===== config.mk =====
export PLATFORM = sky130hd
export DESIGN_NAME = mac_dot_sequencer_flat
export DESIGN_NICKNAME = d
export VERILOG_FILES = /design/src/rtl/mac_dot_sequencer_if.sv /design/src/rtl/mac_dot_sequencer.sv /design/src/flat_wrapper.sv
export SDC_FILE = /design/constraint.sdc
export NUM_CORES = 1
export LEC_CHECK = 0
export BUFFER_PORTS_ARGS = -buffer_cell sky130_fd_sc_hd__buf_2
export CAP_MARGIN = 5
export CORE_MARGIN = 4
export CORE_UTILIZATION = 47
export DETAILED_ROUTE_END_ITERATION = 8
export PLACE_DENSITY = 0.84
export SETUP_SLACK_MARGIN = 0.02
export SLEW_MARGIN = 10
export SYNTH_ARGS = -nofsm -noshare
export SYNTH_HDL_FRONTEND = slang
export SYNTH_SLANG_ARGS = --single-unit

===== constraint.sdc =====
create_clock -name clk -period 4.3 [get_ports clk]
set_input_delay 0.645 -clock clk [delete_from_list [all_inputs] [get_ports clk]]
set_output_delay 0.645 -clock clk [all_outputs]
set_load 0.1 [all_outputs]

===== src/rtl/mac_dot_sequencer_if.sv =====
// Signal bundle between the dot-product sequencer, its operand source,
// its result consumer and the external MAC accumulator.
interface mac_dot_sequencer_if #(
  parameter int WIDTH = 8,
  parameter int LEN_W = 8
);
  logic                      start;
  logic [LEN_W-1:0]          len;
  logic                      abort;
  logic                      busy;
  logic                      in_valid;
  logic                      in_ready;
  logic signed [WIDTH-1:0]   in_w;
  logic signed [WIDTH-1:0]   in_x;
  logic                      mac_clr;
  logic                      mac_en;
  logic signed [WIDTH-1:0]   mac_w;
  logic signed [WIDTH-1:0]   mac_x;
  logic signed [2*WIDTH-1:0] mac_out;
  logic                      res_valid;
  logic                      res_ready;
  logic signed [2*WIDTH-1:0] res_data;

  // Sequencer side
  modport slave (
    input  start, len, abort, in_valid, in_w, in_x, mac_out, res_ready,
    output busy, in_ready, mac_clr, mac_en, mac_w, mac_x, res_valid, res_data
  );

  // Environment side (operand source, result consumer, MAC)
  modport master (
    output start, len, abort, in_valid, in_w, in_x, mac_out, res_ready,
    input  busy, in_ready, mac_clr, mac_en, mac_w, mac_x, res_valid, res_data
  );
endinterface


===== src/rtl/mac_dot_sequencer.sv =====
// Sequences one external MAC accumulator through a signed dot product of
// 'len' operand pairs: clear, accumulate on each accepted pair, capture the
// MAC output and hold it on the result port until the consumer takes it.
module mac_dot_sequencer #(
  parameter int WIDTH = 8,
  parameter int LEN_W = 8
) (
  input logic                clk,
  input logic                rst,
  mac_dot_sequencer_if.slave bus
);

  typedef enum logic [2:0] {
    ST_IDLE  = 3'd0,
    ST_CLEAR = 3'd1,
    ST_ACCUM = 3'd2,
    ST_DRAIN = 3'd3,
    ST_HOLD  = 3'd4
  } state_t;

  state_t                    state_r;
  state_t                    state_nxt_s;
  logic [LEN_W-1:0]          cnt_r;
  logic [LEN_W-1:0]          cnt_nxt_s;
  logic signed [2*WIDTH-1:0] res_data_r;
  logic signed [2*WIDTH-1:0] res_data_nxt_s;

  // State, remaining-pair count and captured result registers
  always_ff @(posedge clk) begin
    if (rst) begin
      state_r    <= ST_IDLE;
      cnt_r      <= {LEN_W{1'b0}};
      res_data_r <= {(2*WIDTH){1'b0}};
    end else begin
      state_r    <= state_nxt_s;
      cnt_r      <= cnt_nxt_s;
      res_data_r <= res_data_nxt_s;
    end
  end

  // Next state, count update and result capture; abort beats any handshake
  always_comb begin
    state_nxt_s    = state_r;
    cnt_nxt_s      = cnt_r;
    res_data_nxt_s = res_data_r;
    case (state_r)
      ST_IDLE: begin
        if (bus.start) begin
          cnt_nxt_s   = bus.len;
          state_nxt_s = ST_CLEAR;
        end else begin
          state_nxt_s = ST_IDLE;
        end
      end
      ST_CLEAR: begin
        if (bus.abort) begin
          cnt_nxt_s   = {LEN_W{1'b0}};
          state_nxt_s = ST_IDLE;
        end else if (cnt_r != {LEN_W{1'b0}}) begin
          state_nxt_s = ST_ACCUM;
        end else begin
          // Zero-length run: the freshly cleared MAC already holds the answer
          state_nxt_s = ST_DRAIN;
        end
      end
      ST_ACCUM: begin
        if (bus.abort) begin
          cnt_nxt_s   = {LEN_W{1'b0}};
          state_nxt_s = ST_IDLE;
        end else if (bus.in_valid) begin
          cnt_nxt_s = cnt_r - {{(LEN_W-1){1'b0}}, 1'b1};
          if (cnt_r == {{(LEN_W-1){1'b0}}, 1'b1}) begin
            state_nxt_s = ST_DRAIN;
          end else begin
            state_nxt_s = ST_ACCUM;
          end
        end else begin
          state_nxt_s = ST_ACCUM;
        end
      end
      ST_DRAIN: begin
        if (bus.abort) begin
          cnt_nxt_s   = {LEN_W{1'b0}};
          state_nxt_s = ST_IDLE;
        end else begin
          // The last enabled MAC edge has passed, so mac_out is final here
          res_data_nxt_s = bus.mac_out;
          state_nxt_s    = ST_HOLD;
        end
      end
      ST_HOLD: begin
        if (bus.abort) begin
          cnt_nxt_s   = {LEN_W{1'b0}};
          state_nxt_s = ST_IDLE;
        end else if (bus.res_ready) begin
          state_nxt_s = ST_IDLE;
        end else begin
          state_nxt_s = ST_HOLD;
        end
      end
      default: begin
        cnt_nxt_s   = {LEN_W{1'b0}};
        state_nxt_s = ST_IDLE;
      end
    endcase
  end

  // Output decode from the state register plus MAC operand pass-through
  always_comb begin
    bus.busy      = (state_r != ST_IDLE);
    bus.in_ready  = (state_r == ST_ACCUM);
    bus.res_valid = (state_r == ST_HOLD);
    bus.res_data  = res_data_r;
    bus.mac_en    = (state_r == ST_ACCUM) & bus.in_valid;
    bus.mac_w     = bus.in_w;
    bus.mac_x     = bus.in_x;
    bus.mac_clr   = rst | (state_r == ST_CLEAR) | (bus.abort & (state_r != ST_IDLE));
  end

endmodule

===== src/flat_wrapper.sv =====
// flat-port wrapper written by rule: the top's interface ports become plain ports
module mac_dot_sequencer_flat 
#(
  parameter int WIDTH = 8,
  parameter int LEN_W = 8
)
  (clk, rst, bus_start, bus_len, bus_abort, bus_in_valid, bus_in_w, bus_in_x, bus_mac_out, bus_res_ready, bus_busy, bus_in_ready, bus_mac_clr, bus_mac_en, bus_mac_w, bus_mac_x, bus_res_valid, bus_res_data);
  mac_dot_sequencer_if #(.WIDTH(WIDTH), .LEN_W(LEN_W)) bus_i ();
  input logic clk;
  input logic rst;
  input wire logic [$bits(bus_i.start)-1:0] bus_start;
  input wire logic [$bits(bus_i.len)-1:0] bus_len;
  input wire logic [$bits(bus_i.abort)-1:0] bus_abort;
  input wire logic [$bits(bus_i.in_valid)-1:0] bus_in_valid;
  input wire logic [$bits(bus_i.in_w)-1:0] bus_in_w;
  input wire logic [$bits(bus_i.in_x)-1:0] bus_in_x;
  input wire logic [$bits(bus_i.mac_out)-1:0] bus_mac_out;
  input wire logic [$bits(bus_i.res_ready)-1:0] bus_res_ready;
  output wire logic [$bits(bus_i.busy)-1:0] bus_busy;
  output wire logic [$bits(bus_i.in_ready)-1:0] bus_in_ready;
  output wire logic [$bits(bus_i.mac_clr)-1:0] bus_mac_clr;
  output wire logic [$bits(bus_i.mac_en)-1:0] bus_mac_en;
  output wire logic [$bits(bus_i.mac_w)-1:0] bus_mac_w;
  output wire logic [$bits(bus_i.mac_x)-1:0] bus_mac_x;
  output wire logic [$bits(bus_i.res_valid)-1:0] bus_res_valid;
  output wire logic [$bits(bus_i.res_data)-1:0] bus_res_data;
  assign bus_i.start = bus_start;
  assign bus_i.len = bus_len;
  assign bus_i.abort = bus_abort;
  assign bus_i.in_valid = bus_in_valid;
  assign bus_i.in_w = bus_in_w;
  assign bus_i.in_x = bus_in_x;
  assign bus_i.mac_out = bus_mac_out;
  assign bus_i.res_ready = bus_res_ready;
  assign bus_busy = bus_i.busy;
  assign bus_in_ready = bus_i.in_ready;
  assign bus_mac_clr = bus_i.mac_clr;
  assign bus_mac_en = bus_i.mac_en;
  assign bus_mac_w = bus_i.mac_w;
  assign bus_mac_x = bus_i.mac_x;
  assign bus_res_valid = bus_i.res_valid;
  assign bus_res_data = bus_i.res_data;
  mac_dot_sequencer #(.WIDTH(WIDTH), .LEN_W(LEN_W)) u_core (.clk(clk), .rst(rst), .bus(bus_i));
endmodule

# Yosys cells after proc, flatten, opt, wreduce, memory -nomap -nowiden
# Index checks and enable logic that the tools add are counted.
[word_totals]
word_cells = 38
reg_bits = 27
output_inout_bits = 37
input_bits = 46
[classes]
muxes = 15
n_bitwise = 5
reduce_logical = 6
n_addsub = 1
eq_ne = 8
[ops]
columns = ["op", "count"]
rows = [
  ["$mux W8", 4],
  ["$pmux W8 S3", 1],
  ["$mux W3", 5],
  ["$pmux W3 S5", 1],
  ["$eq A8 B1 Y1 const B", 1],
  ["$reduce_bool A8 Y1", 1],
  ["$sub A8 B1 Y8 const B", 1],
  ["$eq A3 B2 Y1 const B", 2],
  ["$mux W1", 4],
  ["$eq A3 B1 Y1 const B", 1],
  ["$eq A3 B3 Y1 const B", 1],
  ["$logic_not A3 Y1", 1],
  ["$ne A3 B3 Y1 const B", 1],
  ["$reduce_and A3 Y1", 1],
  ["$reduce_bool A3 Y1", 1],
  ["$reduce_or A3 Y1", 1],
  ["$and A1 B1 Y1", 2],
  ["$ne A2 B1 Y1 const B", 1],
  ["$ne A2 B2 Y1 const B", 1],
  ["$or A1 B1 Y1", 2],
  ["$reduce_and A2 Y1", 1],
  ["$not A1 Y1", 1],
]

# Logic depth before layout (Yosys ltp)
# Gate-level depths: netlist (run 1).
[depth]
ltp_word = 5
depth_mapped = 6

# Least setup slack after synthesis (run 1)
# No wires, ideal clock.
[synth_path]
path_type = "register to output"
from = "reg u_core.state_r[0]"
to = "out bus_mac_en"
t_arrival_ps = 2892
slack_ps = 763
path_stages_with_launch = 4
t_required_ps = 3655
cell_sequence = "dfxtp_1 -> buf_2 -> nand2b_1 -> nor3b_1"
[synth_via]
elab_chain_cells = 2
[synth_rtl]
columns = ["item", "line_no", "source"]
rows = [
  ["start, declared", "mac_dot_sequencer.sv:21", "state_t state_r;"],
  ["start signal, assigned", "mac_dot_sequencer.sv:35", "state_r <= state_nxt_s;"],
  ["$eq A3 B2 Y1", "mac_dot_sequencer.sv:114", "bus.mac_en = (state_r == ST_ACCUM) & bus.in_valid;"],
  ["$and A1 B1 Y1", "mac_dot_sequencer.sv:114", ""],
  ["end, declared", "flat_wrapper.sv:22", "output wire logic [$bits(bus_i.mac_en)-1:0] bus_mac_en;"],
]
# Every way passes these cells.

# Worst setup path in the final report (run 1)
[layout_path]
from = "in rst"
to = "out bus_mac_clr"
[layout_via]
elab_chain_cells = 2
[layout_rtl]
columns = ["item", "line_no", "source"]
rows = [
  ["start, declared", "flat_wrapper.sv:10", "input logic rst;"],
  ["$or A1 B1 Y1 (2 in series)", "mac_dot_sequencer.sv:117", "bus.mac_clr = rst | (state_r == ST_CLEAR) | (bus.abort & (state_r != ST_IDLE));"],
  ["end, declared", "flat_wrapper.sv:21", "output wire logic [$bits(bus_i.mac_clr)-1:0] bus_mac_clr;"],
]
# Every way passes these cells.

==> run summary, run 1 <==
Status -> complete, no violations
Die footprint -> 4133 µm²
Post-CTS resize count -> 0
Pleak -> 0.0007124 µW
CTS tree -> built
CP max FO -> 28
Post-synth EDFFs -> 0
First-pass GRT wire length -> 5.589 mm
Initial DRC Count -> 89
Mapped cell area -> 1489 µm²
Clk_lat worst skew -> 330 ps
CTS clock-pin slew for the worst setup and hold paths -> 150 ps
Worst VDD drop -> 0.0001320 V
Reg2reg path depth -> 4
Worst setup SP type -> input pin
Reg2reg setup slack -> 2500 ps
GPL Wtd Cong -> 0.8690
Syn_area_per_cell -> 7.755 µm²
Most used DFF post-synth -> dfxtp_1
Max-Cap Viols -> 0
Final ANT Viol Nets -> 0
Clock Tree Buf Depth -> 2
DPL Wire Length -> 2.480 mm
Pre-antenna DRT Iters -> 4
Vias/cell -> 5.265
Worst hold margin -> 461.8 ps
Final setup TNS -> 0 ps
I/O pins -> 83
HP Start -> u_core.bus.res_data[3]
Setup CP Type -> in -> out
Crit Reg-Reg Startpoint -> u_core.state_r[1]
DR vias -> 1,390
Total wire length -> 3.353 mm
Slew Viols, Final -> 0
FF/Latch Area -> 540.5 µm²
PortBufs -> 50
Clock Skew -> 2.105 ps
DIE WIDTH -> 64.29 µm
Achievable frequency -> 396.6 MHz
Cts bufs inserted -> 3
Hold_buf cts -> 0
Power Total -> 495.6 µW
Final Hold Vio Count -> 0
Critical Path RT -> 3650 ps
Number of synthesized register bits -> 27
H-tree depth -> 1
CTS Sinks -> 27
Seq/Total Area, Yosys -> 36.30%
Vias in the first global route -> 1,258
RSZ-0062 raised after global routing -> false
Syn Inst Count -> 192
Synthesis Warnings -> 0
Asr flop ratio synth -> 0%
Height of the die -> 64.29 µm
Area delta synth->final -> 11.18%
Slew @ Worst Pin -> 920.5 ps
Placed cells -> 260
Multi-input gate area -> 738.2 µm²
WL per Instance -> 12.70 µm
Nets -> 269
Fill cells -> 306
Power Density -> 299.4 nW/µm²
Critical path endpoint category -> primary output
Initial antenna violation count -> 0
Layout cells sized above 1 -> 26.82%
Non-filler cells, final -> 264
Rows -> 20
Yosys cell types -> 44
GRT Overall Usage -> 16.42%
Syn nets -> 240
R2R Path End -> u_core.cnt_r[5]
Initial core utilization -> 48.77%
Tmin final -> 2521 ps
Post-route clock period utilization -> 58.64%
Max-slew headroom -> 38.30%
Hold WC Path Type -> reg -> reg
Setup repair bufs after CTS -> 0
# DRC -> 0
ANT cells -> 0
CP Data Arrival Time -> 1880 ps
Core Region -> 3053 µm²
Clock root cell -> clkbuf_4
Largest net degree at the start of global routing -> 29
Final-report setup violation count -> 0
Capture point of the worst path -> bus_mac_clr
Grt ovf -> 0
Critical path startpoint -> rst
==> worst min-delay path by stage <==
stage,end,slack [ps],cells past startpoint
6_report,u_core.bus.res_data[3],460,2
5_1_grt,u_core.bus.res_data[0],480,2
4_1_cts,u_core.bus.res_data[0],460,2
3_5_place_dp,u_core.bus.res_data[0],440,2
3_3_place_gp,u_core.bus.res_data[3],440,2
2_1_floorplan,u_core.state_r[0],470,1
==> Yosys cell counts (all sizes together) (2+ instances only) <==
cell type	n	area, µm²
nor4b	2	17.52
nor3b	2	20.02
dfxtp	27	540.5
buf	23	161.4
inv	9	33.78
nor2	12	45.04
nand3	2	10.01
nor4	2	12.51
and2	4	25.03
o41ai	2	25.03
a21oi	26	130.1
clkbuf	4	15.01
ha	2	25.02
and3	2	12.51
nand2	36	135.1
o311ai	4	35.03
a211oi	2	15.01
o21a	2	15.01
o211ai	3	22.52
nor3	5	30.03
o21ai	5	25.02
==> layout by cell type (no fill, tap or decap), types with 2 or more instances in the layout <==
cell	synthesis	layout
nor2_1	12	12
and2_1	3	3
nand2_1	36	36
o21a_1	2	2
buf_2	6	50
o211ai_1	3	3
inv_1	9	9
and3_1	2	2
o311ai_1	4	4
nor4_1	2	2
clkbuf_4	0	3
dfxtp_1	27	27
a211oi_1	2	2
o21ai_0	4	4
nand3_1	2	2
a21oi_1	26	26
ha_1	2	2
nor3_1	4	4
nor4b_1	2	2
==> cell families (layout without fill, tap and decap cells) <==
group,count (synthesis),count (layout),share of synthesized area [%]
flops,27,27,36.30
fa+ha+maj,2,2,1.680
compound gates,51,51,22.35
buf+inv,36,64,14.12
mux,1,1,0.6723
xor+xnor,1,1,0.5883
simple gates,74,74,24.29
==> per-layer routing <==
| layer | vias up | track usage, % | share of wire, % |
|---|---|---|---|
| met5 | - | 0 | 0 |
| met1 | 629 | 20.69 | 44 |
| met3 | 6 | 3.515 | 7.2 |
| met2 | 51 | 27.58 | 47 |
| li1 | 704 | - | - |
| met4 | 0 | 5.541 | 1.8 |
==> layout make-up <==
cell class,count,area share [%]
Inverter,9,2.041
Timing Repair Buffer,51,15.57
Clock inverter,1,0.4535
Clock buffer,3,1.361
Sequential cell,27,32.65
Multi-Input combinational cell,129,44.60
Tap cell,44,3.326
==> worst max-delay path, stage by stage <==
cell	delay (ps)
buf_2	420
inv_1	210
o21ai_0	130
buf_2	460
==> state kept, by name, summed over array words and instances (netlist names) <==
| register | cells |
|---|---|
| u_core.bus.res_data | 16 |
| u_core.cnt_r | 8 |
| u_core.state_r | 3 |
==> stage by stage <==
step / utilization (%) / worst slack (ps) / instance area, µm²
detailed placement: 53.24 / 1793 / 1625
floorplan: - / 762.6 / 1489
global route: 54.22 / 1680 / 1655
CTS: 54.22 / 1793 / 1655
global placement: 53.24 / 1813 / 1625
finish: 54.22 / 1779 / 1655
==> power breakdown <==
part           switching, µW  internal (µW)  total [µW]
logic                   72.2           39.0         111
clock network           77.4           35.6         113
registers               12.6            259         271
total                    162            333         496
Note: power is estimated with default switching activity, not from simulation.
==> run 2: changes to the inputs <==
- CORE_UTILIZATION: 47 -> 44
- PLACE_DENSITY: 0.84 -> 0.8
- clock period: 4.3 -> 2.63 ns (I/O delays scaled with it)
==> run summary, run 2 (same netlist as run 1, synthesis figures left out) <==
GPL Wtd Cong -> 0.8294 (-4.6%)
Height of the die -> 66.17 µm (+2.9%)
Worst setup SP type -> flip-flop
Final worst slack -> 453.3 ps (-1325 ps)
DIE WIDTH -> 66.17 µm (+2.9%)
Critical path's top delay family -> flip-flops
H-tree depth -> 1 (unchanged)
Power Density -> 486.3 nW/µm² (+62%)
DPL Wire Length -> 2.579 mm (+4.0%)
Setup CP Type -> reg -> out
Grt ovf -> 0 (unchanged)
Cell area after layout -> 1668 µm² (+0.76%)
Clock root cell -> clkbuf_4
Status -> complete, no violations
CTS clock-pin slew for the worst setup and hold paths -> 150 ps (about the same)
Most common cell after layout, fill and taps aside -> buf_2
Pre-antenna DRT Iters -> 4 (unchanged)
Hold_buf cts -> 0 (unchanged)
DR vias -> 1,336 (-3.9%)
Clock Tree Buf Depth -> 2 (unchanged)
Post-route clock period utilization -> 82.76%
Vias/cell -> 5.042 (-4.2%)
Layout cells sized above 1 -> 27.60% (+0.78 points)
Final Hold Vio Count -> 0 (unchanged)
Post-CTS resize count -> 0 (unchanged)
Initial antenna violation count -> 0 (unchanged)
Initial core utilization -> 47.22% (-1.5 points)
Hold WC Path Type -> in -> reg
FF/Latch Area -> 540.5 µm² (unchanged)
Core Region -> 3153 µm² (+3.3%)
Critical Path RT -> 2240 ps (-1410 ps)
Pleak -> 0.0007193 µW (+0.97%)
Max-Cap Viols -> 0 (unchanged)
Crit-path cells -> nand2b_1 -> nor3b_2 -> buf_2
WL per Instance -> 12.95 µm (+2.0%)
I/O pins -> 83 (unchanged)
Final-report setup violation count -> 0 (unchanged)
Slew Viols, Final -> 0 (unchanged)
Multi-input gate area -> 743.2 µm² (+0.68%)
Cts bufs inserted -> 3 (unchanged)
Area delta synth->final -> 12.02%
RSZ-0062 raised after global routing -> false
Clock Skew -> 7.265 ps (+5.160 ps)
Fill cells -> 326 (+6.5%)
Final setup TNS -> 0 ps (unchanged)
Total wire length -> 3.433 mm (+2.4%)
First-pass GRT wire length -> 5.292 mm (-5.3%)
Worst path buffer plus inverter count -> 1 (-2)
Vias in the first global route -> 1,129 (-10%)
PortBufs -> 50 (unchanged)
Rows -> 20 (unchanged)
Worst VDD drop -> 0.0003189 V (+140%)
Critical-path top delay cell -> dfxtp_1
Clk_lat worst skew -> 330 ps (about the same)
Slew @ Worst Pin -> 764.4 ps (-156.1 ps)
CTS Sinks -> 27 (unchanged)
Tmin final -> 2177 ps
CP max FO -> 12 (-57%)
# DRC -> 0 (unchanged)
Largest net degree at the start of global routing -> 29 (unchanged)
Slowest cell delay on critical path -> 600 ps (+140 ps)
Die footprint -> 4378 µm² (+6.0%)
ANT cells -> 0 (unchanged)
Max FFs per register -> 16 (unchanged)
Nets -> 270 (+0.37%)
Max-slew headroom -> 48.94% (+11 points)
Achievable frequency -> 459.4 MHz
Most frequent cells in the layout -> 50 x buf_2, 36 x nand2_1, 27 x dfxtp_1, 26 x a21oi_1, 12 x nor2_1
Final ANT Viol Nets -> 0 (unchanged)
CP Data Arrival Time -> 1780 ps (-100 ps)
Placed inst area -> 1638 µm² (+0.77%)
Setup repair bufs after CTS -> 0 (unchanged)
Setup WS pre-CTS -> 688.0 ps (-1105 ps)
GRT Overall Usage -> 15.16% (-1.3 points)
Initial DRC Count -> 88 (-1.1%)
CTS tree -> built
Critical path endpoint category -> primary output
-- run 2: changes by cell type in the layout (fill, tap and decap cells not counted), sizes merged --
cell  delta
buf      +1
-- run 2: path summary, 6_finish.rpt --
path / startpoint / to / slack, ps / depth (start not counted)
worst max-delay path: u_core.state_r[1] / bus_mac_en / 450 / 3
worst min-delay path: bus_mac_out[11] / u_core.bus.res_data[11] / 280 / 3
worst min register to register: u_core.bus.res_data[4] / u_core.bus.res_data[4] / 460 / 2
worst max register to register: u_core.state_r[1] / u_core.cnt_r[5] / 730 / 4
-- run 2: report_power, final --
| group | leakage (µW) | switching [µW] | internal (µW) |
|---|---|---|---|
| clock network | 0.0000139 | 125 | 58.2 |
| registers | 0.000219 | 20.7 | 423 |
| logic | 0.000486 | 120 | 64.3 |
-- run 2: worst reg2reg max path: cells and delay by family, from the launching register on --
family	cells	cell delay, ps
flip-flops	1	600
AND/OR/NAND/NOR	1	110
AO/OA/AOI/OAI	3	1110
-- run 2: stage by stage --
step                hold WS [ps]  std cells  total power [µW]  utilization (%)
global route               259.5        265             853.2            52.90
finish                     278.1        265             811.1            52.90
CTS                        271.1        265             818.0            52.90
global placement           440.5        261             632.0            51.94
floorplan                  467.9        192             698.5                -
detailed placement         447.1        261             634.3            51.94
-- run 2: metal layers --
layer / wire [µm] / global-route usage (%) / vias to the layer above
li1: - / - / 706
met1: 1521 / 19.71 / 585
met2: 1672 / 25.53 / 41
met3: 217 / 3.231 / 4
met4: 21 / 3.299 / 0
met5: 0 / 0 / -
-- run 2: area by class of cell --
class	instances	share of cell area, %
clock buffer	3	1.350
clock inverter	1	0.4501
inverter	9	2.026
multi-input combinational	129	44.56
sequential	27	32.41
tap	44	3.301
timing repair buffer	52	15.90
==> run 3: changes to the inputs <==
- clock period: 2.63 -> 2.22 ns (I/O delays scaled with it)
==> run summary, run 3 (same netlist as run 1, synthesis figures left out) <==
Status -> complete, no violations
Worst path buffer plus inverter count -> 1 (unchanged)
Slowest cell delay on critical path -> 600 ps (about the same)
Worst hold margin -> 190.3 ps (-87.76 ps)
Max-Cap Viols -> 0 (unchanged)
Achievable frequency -> 483.1 MHz
GRT Overall Usage -> 16.70% (+1.5 points)
Non-filler cells, final -> 268 (+1.1%)
Final-report setup violation count -> 0 (unchanged)
Clock Skew -> 15.78 ps (+8.520 ps)
ANT cells -> 0 (unchanged)
Height of the die -> 66.17 µm (unchanged)
# DRC -> 0 (unchanged)
Max FFs per register -> 16 (unchanged)
Final Hold Vio Count -> 0 (unchanged)
Vias/cell -> 5.168 (+2.5%)
Final setup TNS -> 0 ps (unchanged)
DPL Wire Length -> 2.615 mm (+1.4%)
Placed cells -> 264 (+1.1%)
Grt ovf -> 0 (unchanged)
CP Data Arrival Time -> 1740 ps (-40 ps)
Critical-path top delay cell -> dfxtp_1
Die footprint -> 4378 µm² (unchanged)
Critical Path RT -> 1890 ps (-350 ps)
Vias in the first global route -> 1,299 (+15%)
CTS clock-pin slew for the worst setup and hold paths -> 160 ps (about the same)
Clk_lat worst skew -> 330 ps (about the same)
Initial core utilization -> 47.22% (unchanged)
Post-route clock period utilization -> 93.25%
Largest net degree at the start of global routing -> 27 (-6.9%)
CTS tree -> built
H-tree depth -> 1 (unchanged)
Initial DRC Count -> 176 (+100%)
PortBufs -> 50 (unchanged)
RSZ-0062 raised after global routing -> false
Cts bufs inserted -> 3 (unchanged)
Tmin final -> 2070 ps
Rows -> 20 (unchanged)
DIE WIDTH -> 66.17 µm (unchanged)
Setup CP Type -> reg -> out
Worst VDD drop -> 0.0002422 V (-24%)
Hold WC Path Type -> in -> reg
Setup repair bufs after CTS -> 0 (unchanged)
Slew @ Worst Pin -> 658.5 ps (-106.0 ps)
Initial antenna violation count -> 0 (unchanged)
WL per Instance -> 13.04 µm (+0.67%)
Pleak -> 0.0007352 µW (+2.2%)
Nets -> 273 (+1.1%)
Total wire length -> 3.495 mm (+1.8%)
Pre-antenna DRT Iters -> 4 (unchanged)
Slew Viols, Final -> 0 (unchanged)
Crit-path cells -> nand2b_1 -> nor3b_4 -> clkbuf_4
Core Util, Final -> 54.17% (+1.3 points)
I/O pins -> 83 (unchanged)
Worst setup SP type -> flip-flop
Most common cell after layout, fill and taps aside -> buf_2
Most frequent cells in the layout -> 48 x buf_2, 36 x nand2_1, 27 x dfxtp_1, 26 x a21oi_1, 11 x nor2_1
GPL Wtd Cong -> 0.8742 (+5.4%)
Clock Tree Buf Depth -> 2 (unchanged)
Critical path endpoint category -> primary output
Clock root cell -> clkbuf_4
CP max FO -> 12 (unchanged)
Max-slew headroom -> 56.02% (+7.1 points)
Layout cells sized above 1 -> 29.46% (+1.9 points)
Final ANT Viol Nets -> 0 (unchanged)
Power Density -> 567.6 nW/µm² (+17%)
Critical path's top delay family -> flip-flops
Area delta synth->final -> 14.71%
First-pass GRT wire length -> 5.796 mm (+9.5%)
Core Region -> 3153 µm² (unchanged)
CTS Sinks -> 27 (unchanged)
DR vias -> 1,385 (+3.7%)
run 3: layer usage:
metal / share of wire (%) / wire length (µm) / global-route usage (%)
met1: 45 / 1562 / 21.77
met2: 47 / 1652 / 27.01
met3: 6.2 / 217 / 3.741
met4: 1.8 / 62 / 5.584
met5: 0 / 0 / 0
run 3: through the flow:
| step | setup WS (ps) | area (µm²) | total power [µW] |
|---|---|---|---|
| final | 149.9 | 1708 | 969.5 |
| after global routing | 42.64 | 1708 | 1025 |
| after CTS | 74.80 | 1703 | 971.5 |
| after detailed placement | 465.2 | 1673 | 753.5 |
| after global placement | 487.9 | 1673 | 751.3 |
| after floorplan | 210.2 | 1506 | 829.9 |
run 3: path summary, 6_finish.rpt:
path	startpoint	to	slack (ps)	cells after the start
worst max-delay path	u_core.state_r[1]	bus_mac_en	150	3
worst min-delay path	bus_len[7]	u_core.cnt_r[7]	190	3
worst max register to register	u_core.state_r[1]	u_core.cnt_r[2]	440	4
worst min register to register	u_core.bus.res_data[11]	u_core.bus.res_data[11]	460	2
run 3: layout make-up:
type	count	area, µm²
Fill cell	346	1445
Multi-Input combinational cell	129	755.7
Sequential cell	27	540.5
Timing Repair Buffer	55	292.8
Tap cell	44	55.05
Inverter	9	33.78
Clock buffer	3	22.52
Clock inverter	1	7.507
run 3: what timing repair did:
item,CTS,global route
gates resized for setup,0,2
setup endpoints to repair,0,2
hold buffers,0,0
run 3: worst min-delay path, cell delays in order:
cell and delay [ps]:
buf_2 70, nand2_1 40, o311ai_1 50
run 3: power breakdown:
part / switching [µW] / total (µW) / internal (µW) / leakage [µW]
sequential: 25.3 / 527 / 501 / 0.000219
combinational: 141 / 221 / 79.3 / 0.000502
clock: 153 / 222 / 68.7 / 0.0000139
total: 320 / 969 / 649 / 0.000735
